==> src/rtl/exacc_pkg.sv <==
// Shared types and constants for the external-access controller.
// Target indices follow the bit order of the per-target lock/strobe vectors.
package exacc_pkg;

    typedef enum logic [2:0] {
        IDLE,
        ISSUE,
        RBURST,
        WBURST,
        DRAIN
    } state_t;

    localparam int IMEM  = 0;
    localparam int LTBL  = 1;
    localparam int STBL  = 2;
    localparam int BANK  = 3;
    localparam int ACT   = 4;
    localparam int NET   = 5;
    localparam int CONST = 6;

    // Select field sits in the top SEL_W bits of the host address.
    localparam int ADR_W_DEF   = 16;
    localparam int SEL_W_DEF   = 3;
    localparam int SEL_MSB_DEF = ADR_W_DEF - 1;
    localparam int SEL_LSB_DEF = ADR_W_DEF - SEL_W_DEF;

    function automatic int sel_lsb(input int adr_w, input int sel_w);
        return adr_w - sel_w;
    endfunction

endpackage

==> src/rtl/exacc_rdpipe.sv <==
// Read-return pipeline: carries {valid, err, target index} for each read beat
// so the returning data can be picked from the right target RD_LAT cycles later.
module exacc_rdpipe
    import exacc_pkg::*;
#(
    parameter int RD_LAT = 1,
    parameter int SEL_W  = SEL_W_DEF
) (
    input  logic             clk,
    input  logic             rst_n,
    input  logic             push_valid,
    input  logic             push_err,
    input  logic [SEL_W-1:0] push_tgt,
    output logic             tap_valid,
    output logic             tap_err,
    output logic [SEL_W-1:0] tap_tgt,
    output logic             out_valid,
    output logic             out_err,
    output logic             pend
);

    logic [RD_LAT:0]  valid_sr;
    logic [RD_LAT:0]  err_sr;
    logic [SEL_W-1:0] tgt_sr [RD_LAT];

    always_ff @(posedge clk or negedge rst_n) begin
        if (!rst_n) begin
            valid_sr <= '0;
            err_sr   <= '0;
            for (int i = 0; i < RD_LAT; i++) tgt_sr[i] <= '0;
        end else begin
            valid_sr <= {valid_sr[RD_LAT-1:0], push_valid};
            err_sr   <= {err_sr[RD_LAT-1:0], push_err};
            tgt_sr[0] <= push_tgt;
            for (int i = 1; i < RD_LAT; i++) tgt_sr[i] <= tgt_sr[i-1];
        end
    end

    // Tap stage: target data is valid now and gets registered into o_rd.
    assign tap_valid = valid_sr[RD_LAT-1];
    assign tap_err   = err_sr[RD_LAT-1];
    assign tap_tgt   = tgt_sr[RD_LAT-1];
    assign out_valid = valid_sr[RD_LAT];
    assign out_err   = err_sr[RD_LAT];

    // Beats still upstream of the tap; once clear, the last beat is already at the tap.
    always_comb begin
        pend = 1'b0;
        for (int i = 0; i < RD_LAT - 1; i++) pend = pend | valid_sr[i];
    end

endmodule

==> src/rtl/ex_acc_ctrl.sv <==
// External-access controller: host request handshake, per-target strobes, locks
// and latency-matched read return. Bursts are built only with EXACC_BURST_EN.
//
// state  | meaning
// IDLE   | ready for a host request
// ISSUE  | first (or only) beat strobed from the latched request
// RBURST | one read beat per cycle, local address incrementing
// WBURST | one write beat per accepted host beat
// DRAIN  | waiting for read returns to leave the pipeline
module ex_acc_ctrl
    import exacc_pkg::*;
#(
    parameter int DATA_W = 32,
    parameter int ADR_W  = ADR_W_DEF,
    parameter int SEL_W  = SEL_W_DEF,
    parameter int N_TGT  = 7,
    parameter int RD_LAT = 1,
    parameter int BLEN_W = 8
) (
    input  logic                    clk,
    input  logic                    rst_n,
    input  logic                    i_req,
    output logic                    o_ready,
    input  logic                    i_we,
    input  logic [ADR_W-1:0]        i_adr,
    input  logic [DATA_W-1:0]       i_wd,
    input  logic [BLEN_W-1:0]       i_blen,
    output logic                    o_rvalid,
    output logic [DATA_W-1:0]       o_rd,
    output logic                    o_err,
    input  logic [N_TGT-1:0]        i_lock,
    output logic [N_TGT-1:0]        o_tgt_we,
    output logic [N_TGT-1:0]        o_tgt_re,
    output logic [ADR_W-SEL_W-1:0]  o_tgt_a,
    output logic [DATA_W-1:0]       o_tgt_wd,
    input  logic [N_TGT*DATA_W-1:0] i_tgt_rd
);

    localparam int LA_W = ADR_W - SEL_W;

    state_t            state;
    state_t            state_nxt;
    logic              we_q;
    logic [SEL_W-1:0]  sel_q;
    logic [LA_W-1:0]   la_q;
    logic [DATA_W-1:0] wd_q;
    logic              werr_q;
    logic [DATA_W-1:0] rd_q;
    logic [DATA_W-1:0] rd_nxt;

    logic              beat;
    logic              beat_we;
    logic              wbeat;
    logic              fault;
    logic              sel_ok;
    logic              lock_hit;
    logic [N_TGT-1:0]  sel_hot;
    logic              burst_go;
    logic              last_beat;

    logic              tap_valid;
    logic              tap_err;
    logic [SEL_W-1:0]  tap_tgt;
    logic              out_valid;
    logic              out_err;
    logic              pend;

`ifdef EXACC_BURST_EN
    logic [BLEN_W-1:0] cnt;

    assign burst_go  = (cnt != '0);
    assign last_beat = (cnt == BLEN_W'(1));

    always_ff @(posedge clk or negedge rst_n) begin
        if (!rst_n) begin
            cnt <= '0;
        end else if (state == IDLE && i_req) begin
            cnt <= i_blen;
        end else if (beat && state != ISSUE) begin
            cnt <= cnt - BLEN_W'(1);
        end
    end
`else
    logic [BLEN_W-1:0] unused_blen;

    assign unused_blen = i_blen;
    assign burst_go    = 1'b0;
    assign last_beat   = 1'b1;
`endif

    always_comb begin
        sel_hot  = '0;
        sel_ok   = 1'b0;
        lock_hit = 1'b0;
        for (int t = 0; t < N_TGT; t++) begin
            if (sel_q == SEL_W'(t)) begin
                sel_hot[t] = 1'b1;
                sel_ok     = 1'b1;
                lock_hit   = i_lock[t];
            end
        end
    end

    // Lock is sampled per beat, so a mid-burst change only hits later beats.
    assign fault   = !sel_ok || lock_hit;
    assign wbeat   = (state == WBURST) && i_req && i_we;
    assign beat    = (state == ISSUE) || (state == RBURST) || wbeat;
    assign beat_we = (state == WBURST) || ((state == ISSUE) && we_q);

    assign o_ready  = rst_n && ((state == IDLE) || (state == WBURST));
    assign o_tgt_we = (beat && beat_we && !fault) ? sel_hot : '0;
    assign o_tgt_re = (beat && !beat_we && !fault) ? sel_hot : '0;
    assign o_tgt_a  = la_q;
    assign o_tgt_wd = (state == WBURST) ? i_wd : wd_q;

    always_ff @(posedge clk or negedge rst_n) begin
        if (!rst_n) state <= IDLE;
        else        state <= state_nxt;
    end

    always_comb begin
        state_nxt = state;
        case (state)
            IDLE:    if (i_req) state_nxt = ISSUE;
            ISSUE: begin
                if (burst_go) state_nxt = we_q ? WBURST : RBURST;
                else          state_nxt = we_q ? IDLE : DRAIN;
            end
            RBURST:  if (last_beat) state_nxt = DRAIN;
            WBURST:  if (wbeat && last_beat) state_nxt = IDLE;
            DRAIN:   if (!pend) state_nxt = IDLE;
            default: state_nxt = IDLE;
        endcase
    end

    always_ff @(posedge clk or negedge rst_n) begin
        if (!rst_n) begin
            we_q   <= 1'b0;
            sel_q  <= '0;
            la_q   <= '0;
            wd_q   <= '0;
            werr_q <= 1'b0;
            rd_q   <= '0;
        end else begin
            werr_q <= beat && beat_we && fault;
            rd_q   <= rd_nxt;
            if (state == IDLE && i_req) begin
                we_q  <= i_we;
                sel_q <= i_adr[ADR_W-1 -: SEL_W];
                la_q  <= i_adr[LA_W-1:0];
                wd_q  <= i_wd;
            end else if (beat) begin
                la_q <= la_q + LA_W'(1);
            end
        end
    end

    exacc_rdpipe #(
        .RD_LAT (RD_LAT),
        .SEL_W  (SEL_W)
    ) u_rdpipe (
        .clk        (clk),
        .rst_n      (rst_n),
        .push_valid (beat && !beat_we),
        .push_err   (fault),
        .push_tgt   (sel_q),
        .tap_valid  (tap_valid),
        .tap_err    (tap_err),
        .tap_tgt    (tap_tgt),
        .out_valid  (out_valid),
        .out_err    (out_err),
        .pend       (pend)
    );

    // Faulted reads return zero data alongside o_err.
    always_comb begin
        rd_nxt = '0;
        if (tap_valid && !tap_err) begin
            for (int t = 0; t < N_TGT; t++) begin
                if (tap_tgt == SEL_W'(t)) rd_nxt = i_tgt_rd[t*DATA_W +: DATA_W];
            end
        end
    end

    assign o_rvalid = out_valid;
    assign o_rd     = rd_q;
    assign o_err    = (out_valid && out_err) || werr_q;

endmodule

==> config.mk <==
export PLATFORM = sky130hd
export DESIGN_NAME = ex_acc_ctrl
export DESIGN_NICKNAME = d
export VERILOG_FILES = /design/src/rtl/exacc_pkg.sv /design/src/rtl/exacc_rdpipe.sv /design/src/rtl/ex_acc_ctrl.sv
export SDC_FILE = /design/constraint.sdc
export NUM_CORES = 1
export LEC_CHECK = 0
export BUFFER_PORTS_ARGS = -buffer_cell sky130_fd_sc_hd__buf_2
export CORE_AREA = 2 2 152 154
export DETAILED_ROUTE_END_ITERATION = 16
export DIE_AREA = 0 0 154 156
export MAX_ROUTING_LAYER = met4
export SYNTH_ARGS = -nofsm -noshare
export SYNTH_HDL_FRONTEND = slang
export SYNTH_SLANG_ARGS = --single-unit
==> constraint.sdc <==
create_clock -name clk -period 2.9 [get_ports clk]
set_input_delay 0.145 -clock clk [delete_from_list [all_inputs] [get_ports clk]]
set_output_delay 0.145 -clock clk [all_outputs]
set_load 0.01 [all_outputs]
==> metrics.txt, run 1 <==
Max Clk Rate between 500 and 600 MHz; reg2reg path depth 5; Root Buffer clkbuf_16; Synth Instances ~540; antenna cells 0; Final nets ~1200; GR Util All Layers a little under a fifth; Min-Delay Path Class in -> reg; Port-buffer cells approximately 380; CTS Buf Count 9; post-route ant nets 0; setup TNS 0 ns; Peak supply drop 0.314 mV; footprint of the multi-input gates just under 3000 sq um; WHS 0.0173 ns; post-synthesis sequential area ratio 41.6%; CTS sink count a little over 90; WL/cell about 18 microns; RSZ-0062 raised after global routing no; PD cells about 690 nW/um^2; origin of the critical flop-to-flop path u_rdpipe.tap_tgt[2]$_DFF_PN0_; Slew Limit Fails 0; worst skew pair latency 0.35 ns; H-tree Lvls 3; top_reg_cell synth dfrtp_1; Syn Nets ~830; Yosys reg bits 91; Worst Path Max Fanout 20; post-layout util between 30% and 40%; final setup vio count 0; row count 55; I/O pins 385; CP max stage cell dfrtp_2; synth top area cells dfrtp_1 42%, mux2_1 7.6%, mux2i_1 5.9%, a22o_1 5.0%, o2bb2ai_1 5.0%; sequential cell area ~2300 sq um; postcts setup bufs 0; dpl ws around 0.87 ns; Initial Util around 24%; termination of the worst setup path o_rd[23]$_DFF_PN0_; Critical Path RT roughly 3.1 ns; core footprint about 22000 sq um; r2r setup slk 0.92 ns; Area growth, synth to finish 52.9%; post-route setup slack between 0.9 and 1 ns; final count of hold timing violations 0; CP delay by family, top flip-flops; Post-Place Cells around 1200; CTS tree yes; Clock transition at path regs 0.08 ns; share of flip-flops with an asynchronous set or reset 100%; Critical Path, Cell by Cell and2b_1, buf_4, a21o_1, a22oi_1, a21oi_1; CP Launch Type register; die span in y 156 microns; Initial DRC Count ~330; post-synthesis cell area 5470 sq um; antenna violations before repair 0; Slew @ Worst Pin slightly below 0.7 ns; First-pass DRT Iterations 4; HPWL Detailed ~17 mm; share of cells above drive strength 1 between 40% and 50%; drt via density 4.75; GP Congestion about 0.87; post-synthesis area per instance slightly above 10 sq um; die area roughly 24000 sq um; maximum root-to-sink buffer count 2; Worst Skew around 0.0096 ns; Die W ~150 microns; CP endpoint kind register; Critical Path AT 2.21 ns; post-layout min period approximately 2.0 ns; max-cap check violation count 0; Post-synth EDFFs 0; critical path class reg -> reg; GR Overflow Total 0; vias in the first global route 5974; synth unique cells 42; Largest stage delay, worst path 0.61 ns; worst r2r dst o_rd[23]$_DFF_PN0_; global-route wire length before repair between 30 and 40 mm; fillcell total 2292; WP depth 5; Post-route DRC 0; crit share post-route slightly below 70%; warning count from the yosys run 0; crit path launch u_rdpipe.tap_tgt[2]$_DFF_PN0_; status finished clean; vias a little under 6000; Yosys top cell by area dfrtp_1; largest net degree at the start of global routing 57; Yosys top cell area share 41.6%; WL final about 23 mm; number of buffers and inverters on the critical path 1; Slew headroom roughly 55%; Cell Count, Final, Fillers Out 1226; PostCTS Resize Cnt 0; leakage between 4 and 5 nW
==> flip-flops by register name (all words and copies together) (netlist names), 2 cells and up <==
name / cells
o_rd: 32
o_tgt_a: 13
sel_q: 3
state: 2
u_rdpipe.err_sr: 2
u_rdpipe.tap_tgt: 3
u_rdpipe.valid_sr: 2
wd_q: 32
==> cell type report <==
class,instances,share of cell area [%]
flip-flops and latches,91,27.3
well taps,285,4.26
clock buffers,9,2.69
inverters,8,0.359
repair buffers,434,29.1
multi-input cells,392,35.2
clock inverters,7,1.11
==> power by group <==
| group | internal [mW] | switching, mW | total [mW] |
|---|---|---|---|
| registers | 1.57 | 0.289 | 1.86 |
| clock network | 0.694 | 0.595 | 1.29 |
| logic | 1.19 | 1.42 | 2.61 |
==> routing by layer <==
layer / vias up / global-route usage (%) / share of wire, %
met3: 26 / 3.11 / 5.2
li1: 2809 / - / -
met1: 2780 / 23.9 / 43
met5: - / - / 0
met2: 205 / 32.0 / 50
met4: 0 / 4.98 / 1.6
==> cells in the mapped netlist, types with 6 or more instances <==
cell type,count
mux2i_1,32
nand2_1,15
inv_1,6
buf_2,18
a22o_1,31
nor4_1,6
a21oi_1,35
nor2_1,17
clkbuf_1,25
a21o_1,32
o21ai_0,36
o21ai_1,9
dfrtp_1,91
nand2b_1,34
o2bb2ai_1,31
mux2_1,37
xnor2_1,7
buf_4,7
a22oi_1,31
==> kinds of logic (layout without fill, tap and decap cells) <==
family	after synthesis	in the layout	share of synthesized area [%]
xor+xnor	10	10	1.60
fa+ha+maj	1	1	0.229
compound gates	211	211	26.6
flops	91	91	41.6
buf+inv	59	458	5.08
mux	72	72	14.6
simple gates	98	98	10.3
==> per-stage QoR <==
| step | instance area, sq um | power, mW |
|---|---|---|
| 3_3_place_gp | 7650 | 4.44 |
| 4_1_cts | 8370 | 5.84 |
| 2_1_floorplan | 5470 | 3.45 |
| 3_5_place_dp | 7650 | 4.47 |
| 6_report | 8370 | 5.76 |
| 5_1_grt | 8370 | 6.18 |
==> worst register-to-register path: stages, from the launching register on <==
cell,delay (ns)
dfrtp_2,0.61
and2b_1,0.41
buf_4,0.26
a21o_1,0.18
a22oi_1,0.28
a21oi_1,0.12
==> cells in the final DEF, fill, tap and decap left out, types with 3 or more instances in the layout <==
master,netlist,final
inv_6,0,3
clkbuf_16,0,9
a21oi_1,35,35
a22o_1,31,31
nor2b_4,1,4
xor2_1,3,3
nand3_1,3,3
xnor2_1,7,7
buf_4,7,18
o21ai_0,36,36
a22oi_1,31,31
nor3_1,3,3
mux2i_1,32,32
nand2_1,15,15
dlygate4sd3_1,0,40
nand4_1,3,3
buf_2,18,375
dfrtp_2,0,3
a21o_1,32,32
nand2b_1,34,34
nor2_1,17,16
o21ai_1,9,9
dfrtp_1,91,88
mux2_1,37,37
o22ai_1,4,4
inv_1,6,6
nor4_1,6,6
o2bb2ai_1,31,31
==> what timing repair did <==
item	CTS	global route
endpoints found under the setup margin	0	0
hold buffers	40	0
hold endpoints to repair	80	0
==> worst min-delay path by stage <==
stage / cells past startpoint / endpoint / slack (ns) / from
2_1_floorplan: 0 / o_rd[0]$_DFF_PN0_ / -0.15 / rst_n
3_3_place_gp: 1 / wd_q[1]$_DFFE_PN0P_ / 0.20 / rst_n
3_5_place_dp: 1 / wd_q[1]$_DFFE_PN0P_ / 0.19 / rst_n
4_1_cts: 2 / sel_q[2]$_DFFE_PN0P_ / 0.0002 / i_adr[15]
5_1_grt: 2 / sel_q[2]$_DFFE_PN0P_ / 0.01 / i_adr[15]
6_report: 3 / o_tgt_a[3]$_DFFE_PN0P_ / 0.02 / i_adr[3]
(Power assumes the default switching activity.)
==> inputs of run 2 (changes only) <==
--- a/config.mk
+++ b/config.mk
@@ -6,9 +6,9 @@
 export NUM_CORES = 1
 export LEC_CHECK = 0
 export BUFFER_PORTS_ARGS = -buffer_cell sky130_fd_sc_hd__buf_2
-export CORE_AREA = 2 2 152 154
+export CORE_AREA = 2 2 151 153
 export DETAILED_ROUTE_END_ITERATION = 16
-export DIE_AREA = 0 0 154 156
+export DIE_AREA = 0 0 153 155
 export MAX_ROUTING_LAYER = met4
 export SYNTH_ARGS = -nofsm -noshare
 export SYNTH_HDL_FRONTEND = slang
==> constraint.sdc (replaced) <==
create_clock -name clk -period 1.8 [get_ports clk]
set_input_delay 0.09 -clock clk [delete_from_list [all_inputs] [get_ports clk]]
set_output_delay 0.09 -clock clk [all_outputs]
set_load 0.01 [all_outputs]
==> metrics.txt, run 2 (synthesis gave the netlist of run 1 again) <==
CP Launch Type register; CP endpoint kind output port; share of cells above drive strength 1 45.6%; max-cap check violation count 0; Critical Path RT 1.71 ns; H-tree Lvls 3; Finished Cell Area ~8600 sq um; Initial Util between 20% and 30%; post-layout min period ~1.8 ns; First-pass DRT Iterations 6; met2 Usage GRT between 30 and 40%; Min-Delay Path Class in -> reg; CTS Buf Count 9; Critical Path, Cell by Cell buf_4, nand2b_1, or3b_1, nor2_1, buf_2; Root Buffer clkbuf_16; Critical Path AT ~1.7 ns; Internal 5.68 mW; crit share post-route between 90% and 100%; met3 Use GR 3.62%; die area 23700 sq um; largest net degree at the start of global routing a little over 90; Worst Skew 0.00920 ns; setup TNS 0 ns; die span in y between 150 and 200 microns; Post-Place Cell Area about 8000 sq um; core footprint roughly 22000 sq um; vias 5941; critical path class reg -> out; Worst Path Max Fanout 6; most frequent cells in the layout 375 x buf_2, 85 x dfrtp_1, 47 x dlygate4sd3_1; worst skew pair latency around 0.34 ns; GR Util All Layers a little under 20%; row count 55; RSZ-0062 raised after global routing yes; Slew Limit Fails 0; CP max stage cell dfrtp_2; Port-buffer cells around 380; Final nets between 1000 and 1500; switch share between 30% and 40%; Die W ~150 microns; number of buffers and inverters on the critical path 2; WL final roughly 23 mm; final count of hold timing violations 0; CP delay by family, top simple AND/OR/NAND/NOR gates; Initial DRC Count between 200 and 300; P_sw about 3.7 mW; drt via density around 4.8; most common cell after layout, fill and taps aside buf_2; Flop pwr share between 30% and 40%; layer with the highest usage met2; Clk network pwr share roughly a fifth; Largest stage delay, worst path about 0.4 ns; GR Overflow Total 0; Post-route DRC 0; Max Clk Rate between 500 and 600 MHz; maximum root-to-sink buffer count 2; I/O pins 385; Clock transition at path regs about 0.080 ns; PD cells about 1100 nW/um^2; leakage around 4.4 nW; Slew headroom a little under two thirds; global-route wire length before repair 35.2 mm; Slew @ Worst Pin approximately 0.55 ns; CTS tree yes; total power roughly 9.4 mW; fillcell total between 2000 and 2500; WL/cell approximately 18 microns; Peak supply drop roughly 0.54 mV; vias in the first global route just over 6000; HPWL Detailed around 17 mm; post-route ant nets 0; Area growth, synth to finish 56.5%; GP Congestion just under 0.9; status finished clean; CTS sink count 91; final setup vio count 0; met1 GRT Util roughly a quarter; part of the power in combinational logic just under 50%; antenna violations before repair 0
-- run 2: final cells by class --
cell class	instances	area (sq um)	area share (%)
antenna	1	2.50	0.0292
inverter	8	30.0	0.351
tap	285	357	4.16
multi-input combinational	392	2960	34.5
sequential	91	2280	26.7
clock buffer	12	267	3.11
clock inverter	3	22.5	0.263
timing repair buffer	450	2650	30.9
-- run 2: worst register-to-register path, stage by stage (launching register included) --
cell      delay, ns
dfrtp_1        0.45
ha_1           0.24
nand4b_1       0.22
nor4_1         0.37
xnor2_1        0.17
o21ai_1        0.07
-- run 2: path summary, 6_finish.rpt --
check                                               start  cells past startpoint                             end  slack, ns
hold / removal                              i_tgt_rd[210]                      3              o_rd[18]$_DFF_PN0_       0.03
hold reg to reg            u_rdpipe.valid_sr[0]$_DFF_PN0_                      0  u_rdpipe.valid_sr[1]$_DFF_PN0_       0.37
min in group asynchronous                           rst_n                      3          o_tgt_a[4]$_DFFE_PN0P_       0.35
setup reg to reg                   o_tgt_a[0]$_DFFE_PN0P_                      5         o_tgt_a[12]$_DFFE_PN0P_       0.16
setup / recovery                     sel_q[0]$_DFFE_PN0P_                      5                     o_tgt_re[6]       0.03
max in group asynchronous                           rst_n                      3   u_rdpipe.tap_tgt[0]$_DFF_PN0_       1.01
-- run 2: timing repair --
| action | 4_1_cts | 5_1_grt |
|---|---|---|
| hold buffers | 47 | 0 |
| hold endpoints to repair | 137 | 0 |
| endpoints found under the setup margin | 4 | 9 |
| gates resized for setup | 4 | 1 |
| buffers inserted | 1 | 0 |
-- run 2: power groups by stage --
stage               Clock, mW  Combinational, mW  Sequential, mW
floorplan                   0               2.51            3.04
global placement            0               4.41            2.94
detailed placement          0               4.44            2.96
CTS                      1.99               4.56            2.92
global route             2.06               4.96            3.01
finish                   1.90               4.52            2.93
-- run 2: layer usage --
layer | routed length, microns | part of all wire (%)
met5 | 0 | 0
met4 | 412 | 1.8
met3 | 1310 | 5.7
met2 | 11600 | 51
met1 | 9650 | 42
-- run 2: through the flow --
stage | hold slack, ns | worst slack [ns] | std cells | util, %
CTS | 0.0126 | 0.00941 | 1241 | 38.5
global placement | 0.201 | 0.198 | 1178 | 35.0
floorplan | -0.206 | 0.306 | 542 | -
detailed placement | 0.196 | 0.172 | 1178 | 35.0
finish | 0.0315 | 0.0274 | 1242 | 38.5
global route | 0.0240 | -0.0567 | 1241 | 38.5
